`src/rtl/tx_digital_front_end.sv`:
```
// Transmit DFE: input FIFO, linear interpolator (L = 1/2/4), gain, DC pre-compensation
// and saturation, paced by the DAC sample strobe with a two-stage output pipeline.
module tx_digital_front_end #(
  parameter int FIFO_DEPTH = 4
) (
  input  logic        clk,
  input  logic        rst,
  input  logic [31:0] s_data,
  input  logic        s_valid,
  output logic        s_ready,
  input  logic [1:0]  interp_sel,
  input  logic [7:0]  gain,
  input  logic [15:0] dc_offset_i,
  input  logic [15:0] dc_offset_q,
  input  logic        dac_strobe,
  output logic [15:0] dac_i,
  output logic [15:0] dac_q,
  output logic        dac_valid,
  output logic        clip,
  output logic        underflow,
  input  logic        underflow_clr
);
  localparam int AW = $clog2(FIFO_DEPTH);

  function automatic logic [1:0] sel_to_shift(input logic [1:0] sel);
    case (sel)
      2'b01:   sel_to_shift = 2'd1;
      2'b10:   sel_to_shift = 2'd2;
      default: sel_to_shift = 2'd0;
    endcase
  endfunction

  // y = P + ((k * (C - P)) >>> log2 L); always lands between P and C, so 16 bits suffice
  function automatic logic [15:0] interp(input logic [15:0] p, input logic [15:0] c,
                                         input logic [2:0] k, input logic [1:0] sh);
    logic signed [16:0] diff;
    logic signed [19:0] prod;
    logic signed [19:0] step;
    logic signed [19:0] sum;
    diff = $signed({c[15], c}) - $signed({p[15], p});
    prod = $signed({{3{diff[16]}}, diff}) * $signed({17'd0, k});
    step = prod >>> sh;
    sum  = $signed({{4{p[15]}}, p}) + step;
    interp = sum[15:0];
  endfunction

  // Returns {saturated, value} for (y * gain) >>> 7 + offset
  function automatic logic [16:0] gain_sat(input logic [15:0] y, input logic [7:0] g,
                                           input logic [15:0] off);
    logic signed [24:0] prod;
    logic signed [24:0] scaled;
    logic signed [25:0] s;
    prod   = $signed({{9{y[15]}}, y}) * $signed({17'd0, g});
    scaled = prod >>> 7;
    s      = $signed({scaled[24], scaled}) + $signed({{10{off[15]}}, off});
    if (s > 26'sd32767) begin
      gain_sat = {1'b1, 16'h7FFF};
    end else if (s < -26'sd32768) begin
      gain_sat = {1'b1, 16'h8000};
    end else begin
      gain_sat = {1'b0, s[15:0]};
    end
  endfunction

  logic [31:0] mem [FIFO_DEPTH];
  logic [AW:0] wr_ptr_r, rd_ptr_r;
  logic        full_s, empty_s, push_s, pop_s, starve_s;
  logic [31:0] head_s;

  logic [15:0] p_i_r, p_q_r, c_i_r, c_q_r;
  logic [2:0]  k_r;
  logic [1:0]  sh_r;
  logic        need_pop_r;
  logic [15:0] sel_p_i_s, sel_p_q_s, sel_c_i_s, sel_c_q_s;
  logic [2:0]  sel_k_s;
  logic [1:0]  sel_sh_s;

  logic [15:0] y_i_r, y_q_r;
  logic        s1_valid_r, s1_hold_r;
  logic [16:0] out_i_s, out_q_s;

  assign full_s  = (wr_ptr_r[AW] != rd_ptr_r[AW]) && (wr_ptr_r[AW-1:0] == rd_ptr_r[AW-1:0]);
  assign empty_s = (wr_ptr_r == rd_ptr_r);
  assign s_ready = !full_s && !rst;
  assign push_s  = s_valid && s_ready;
  assign head_s  = mem[rd_ptr_r[AW-1:0]];
  assign out_i_s = gain_sat(y_i_r, gain, dc_offset_i);
  assign out_q_s = gain_sat(y_q_r, gain, dc_offset_q);

  // FIFO storage
  always_ff @(posedge clk) begin
    if (push_s) begin
      mem[wr_ptr_r[AW-1:0]] <= s_data;
    end
  end

  // Interpolator operand selection: a pop loads P <- C, C <- head and restarts the phase
  always_comb begin
    pop_s     = 1'b0;
    starve_s  = 1'b0;
    sel_p_i_s = p_i_r;
    sel_p_q_s = p_q_r;
    sel_c_i_s = c_i_r;
    sel_c_q_s = c_q_r;
    sel_k_s   = k_r + 3'd1;
    sel_sh_s  = sh_r;
    if (dac_strobe && need_pop_r) begin
      if (!empty_s) begin
        pop_s     = 1'b1;
        sel_p_i_s = c_i_r;
        sel_p_q_s = c_q_r;
        sel_c_i_s = head_s[31:16];
        sel_c_q_s = head_s[15:0];
        sel_k_s   = 3'd1;
        sel_sh_s  = sel_to_shift(interp_sel);
      end else begin
        starve_s  = 1'b1;
      end
    end else begin
      starve_s = 1'b0;
    end
  end

  // FIFO pointers, interpolator state and both pipeline stages
  always_ff @(posedge clk or posedge rst) begin
    if (rst) begin
      wr_ptr_r   <= '0;
      rd_ptr_r   <= '0;
      p_i_r      <= 16'd0;
      p_q_r      <= 16'd0;
      c_i_r      <= 16'd0;
      c_q_r      <= 16'd0;
      k_r        <= 3'd1;
      sh_r       <= 2'd0;
      need_pop_r <= 1'b1;
      y_i_r      <= 16'd0;
      y_q_r      <= 16'd0;
      s1_valid_r <= 1'b0;
      s1_hold_r  <= 1'b0;
      dac_i      <= 16'd0;
      dac_q      <= 16'd0;
      dac_valid  <= 1'b0;
      clip       <= 1'b0;
      underflow  <= 1'b0;
    end else begin
      if (push_s) wr_ptr_r <= wr_ptr_r + (AW+1)'(1);
      if (pop_s)  rd_ptr_r <= rd_ptr_r + (AW+1)'(1);
      if (dac_strobe && !starve_s) begin
        p_i_r      <= sel_p_i_s;
        p_q_r      <= sel_p_q_s;
        c_i_r      <= sel_c_i_s;
        c_q_r      <= sel_c_q_s;
        k_r        <= sel_k_s;
        sh_r       <= sel_sh_s;
        need_pop_r <= (sel_k_s == (3'd1 << sel_sh_s));
      end
      y_i_r      <= interp(sel_p_i_s, sel_c_i_s, sel_k_s, sel_sh_s);
      y_q_r      <= interp(sel_p_q_s, sel_c_q_s, sel_k_s, sel_sh_s);
      s1_valid_r <= dac_strobe;
      s1_hold_r  <= starve_s;
      dac_valid  <= s1_valid_r;
      // A starved strobe still pulses dac_valid but keeps the last DAC code
      if (s1_valid_r && !s1_hold_r) begin
        dac_i <= out_i_s[15:0];
        dac_q <= out_q_s[15:0];
        clip  <= out_i_s[16] | out_q_s[16];
      end else begin
        clip  <= 1'b0;
      end
      if (starve_s) begin
        underflow <= 1'b1;
      end else if (underflow_clr) begin
        underflow <= 1'b0;
      end
    end
  end
endmodule

```
`config.mk`:
```
export PLATFORM = sky130hd
export DESIGN_NAME = tx_digital_front_end
export DESIGN_NICKNAME = d
export VERILOG_FILES = /design/src/rtl/tx_digital_front_end.sv
export SDC_FILE = /design/constraint.sdc
export NUM_CORES = 1
export LEC_CHECK = 0
export CORE_ASPECT_RATIO = 1.5
export CORE_MARGIN = 1.5
export CORE_UTILIZATION = 63
export DETAILED_ROUTE_END_ITERATION = 7
export GPL_TIMING_DRIVEN = 0
export PLACE_DENSITY = 0.82
export SLEW_MARGIN = 0
export SYNTH_ARGS = -nofsm -noshare
export SYNTH_HDL_FRONTEND = slang
export SYNTH_SLANG_ARGS = --single-unit
```
`constraint.sdc`:
```
create_clock -name clk -period 8.9 [get_ports clk]
set_input_delay 1.335 -clock clk [delete_from_list [all_inputs] [get_ports clk]]
set_output_delay 1.335 -clock clk [all_outputs]
set_load 0.005 [all_outputs]
```
==> key figures <==
Synth
  • Synth Instances: 2968
  • Syn nets: 3551
  • FF+latch count, synth: 273
  • Post-synth EDFFs: 128
  • Synth Area per Inst: 9.26 um2
  • Number of synthesis warnings: 0
  • Top FF cell, synth: dfrtp_1
  • Register area share after synthesis: approximately 27%
  • Async set-reset flop share out of synthesis: between 50% and 60%
  • Cell area after synthesis: around 0.027 mm2
  • Yosys cell types: 90

Critical path
  • Startpoint Class: primary input
  • CP most frequent cell: ha_1
  • Max Fanout on Critical Path: 10
  • Type of the worst setup path: in -> reg
  • WP data arrival: 9.06 ns
  • Critical path capture point type: flip-flop
  • CP required: 9.33 ns
  • Crit path max-delay cell type: clkdlybuf4s50_1
  • Crit path largest cell delay: 0.64 ns

STA
  • Clock skew after layout: 0.0116 ns
  • Setup TNS: 0 ns
  • RSZ-0062 raised after global routing: no
  • Slew headroom: 36.8%
  • Final Slew Violations: 0
  • Final setup vio count: 0
  • Period minus WS final: about 8.6 ns
  • Fin. Hold Viols: 0
  • Crit share post-route: 97.0%
  • Peak Freq: around 120 MHz
  • Actual slew at the worst max-slew pin: around 0.95 ns

CTS
  • Clock sink count: 273
  • CTS tree: done
  • H-tree depth: 1
  • Root buffer cell: clkbuf_16
  • Maximum clock insertion buffer count: 3
  • Cts hold-fix bufs: 0
  • Worst-path clk slew: around 0.070 ns
  • Worst-Skew Late Latency: 0.56 ns
  • CTS Buf Count: 27

Global routing
  • Grt total ovfl: 0
  • Initial antenna violation count: 1
  • First-pass GRT wire length: roughly 100000 um
  • Largest net degree at the start of global routing: between 70 and 80
  • Vias in the first global route: 22200
  • GRT Util Overall: 28.7%

Placed design
  • Post-DP HPWL: 52400 um
  • Gpl congestion: 0.949
  • IO Port Bufs: 114

Min path
  • Hold Path Class: reg -> reg

Final layout
  • Multi-input gate area: 0.0180 mm2
  • FF/Latch Area: 0.00747 mm2
  • Synthesis-to-layout area growth: 10.8%
  • Fill cell count: 3232
  • N_diodes: 0
  • Ratio of cells with drive above 1 in the final layout: 5.84%
  • Nets: 3696

Drt
  • Pre-Repair DR Iteration Count: 6
  • Initial DRC count: 773
  • Vias per cell: 5.64
  • ANT nets after route: 0
  • Via count: 20900
  • Post-Route WL: 63300 um
  • WL/cell: 17.1 um
  • DRC viols: 0

Floorplanning
  • I/O pin total: between 100 and 150
  • Initial core utilization: 63.9%
  • Cell Rows: 93
  • Die Span X: 174 um
  • Core Region: 0.0431 mm2
  • Die area: 0.0449 mm2
  • Die height: 259 um

Status
  • Status: finished, final reports clean

Run
  • Max-Cap Viols: 0
[cells in the final DEF, fill, tap and decap left out, types with 14 or more instances in the layout]
master           instances
inv_1                  468
nand2_1                467
ha_1                   264
fa_1                   240
nor2_1                 184
and2_1                 143
dfrtp_1                143
edfxtp_1               128
clkdlybuf4s50_1        110
a21oi_1                107
xnor2_1                105
o21ai_0                 54
xor2_1                  46
nor3_1                  46
nand2b_1                45
clkbuf_1                39
mux2i_1                 34
mux4_2                  32
nand3_1                 31
o21a_1                  30
clkbuf_16               27
o21ai_1                 26
nor2b_1                 23
a21o_1                  21
and3_1                  21
a211oi_1                17
clkbuf_2                16
a31oi_1                 16
or3_1                   14
[cell type report]
type / instances / share of cell area, %
timing repair buffer: 118 / 3.94
sequential: 273 / 24.5
multi-input combinational: 2140 / 59.1
buffer: 82 / 1.38
tap: 570 / 2.34
inverter: 471 / 5.82
clock inverter: 19 / 0.608
clock buffer: 30 / 2.26
[flip-flops by register name, indices dropped and copies added (netlist names), 3 cells and up]
register,flops
dac_q,16
y_i_r,16
wr_ptr_r,3
c_q_r,16
k_r,3
p_q_r,16
y_q_r,16
mem,128
rd_ptr_r,3
c_i_r,16
p_i_r,16
dac_i,16
[cells by family (layout without fill, tap and decap cells)]
kind of cell    after synthesis  in the layout  share of synthesized area, %
flops                       273            273                          27.2
mux                          68             68                          3.94
buf+inv                     555            720                          7.79
fa+ha+maj                   504            504                          29.5
compound gates              391            391                          9.49
xor+xnor                    154            154                          4.91
simple gates               1023           1023                          17.2
[cell usage after synthesis, drive strengths merged (47+ instances only)]
library cell,n,area share [%]
edfxtp,128,14
nand2,469,6.4
nor2,186,2.5
inv,471,6.4
a21oi,120,2.3
fa,240,17
dfrtp,143,13
and2,143,3.3
ha,264,12
o21ai,81,1.5
nor3,47,0.86
xnor2,106,3.4
clkbuf,61,0.85
xor2,48,1.5
[routing by layer]
| layer | GRT usage (%) | vias up | part of all wire, % |
|---|---|---|---|
| li1 | - | 9993 | - |
| met1 | 27.8 | 10100 | 35 |
| met2 | 56.8 | 582 | 54 |
| met3 | 2.71 | 230 | 4.0 |
| met4 | 19.3 | 2 | 7.2 |
| met5 | 0 | - | 0.019 |
[metrics by stage]
stage                     setup WS [ns]  instances  hold slack [ns]  utilization [%]  area (um2)
after global routing             0.0178       3703            0.476             70.7       30500
after detailed placement          -1.74       3653            0.456             68.3       29400
after global placement            -1.57       3652            0.451             68.2       29400
after CTS                       0.00958       3702            0.469             70.5       30400
after floorplan                   0.652       2968            0.368                -       27500
final                             0.269       3703            0.468             70.7       30500
[repair_timing]
action                                  CTS  global route
endpoints found under the setup margin   41            38
resized for setup                        29            47
setup buffers                             2             0
pin swaps                                 2             0
[critical path, delay by kind of cell]
kind                       cells  cell delay, ns
xor gates and xnor gates       1            0.11
adders and majority gates      6            1.91
and+or+nand+nor                9            1.82
buffers and inverters          5            1.58
AOI/OAI and AO/OA             10            2.27
[path summary, 6_finish.rpt]
check / startpoint / to / slack [ns] / depth (start not counted)
max: gain[3] / dac_q[11]$_DFFE_PP0P_ / 0.27 / 31
min: s1_valid_r$_DFF_PP0_ / dac_valid$_DFF_PP0_ / 0.47 / 0
max reg2reg: rd_ptr_r[1]$_DFFE_PP0P_ / y_q_r[15]$_DFF_PP0_ / 0.37 / 36
min reg2reg: s1_valid_r$_DFF_PP0_ / dac_valid$_DFF_PP0_ / 0.47 / 0
max in group asynchronous: rst / dac_i[1]$_DFFE_PP0P_ / 6.75 / 3
min in group asynchronous: rst / wr_ptr_r[0]$_DFFE_PP0P_ / 1.33 / 2
Power is not shown: default switching activity piles up to over one toggle a cycle in this logic, so the estimate is an artifact.
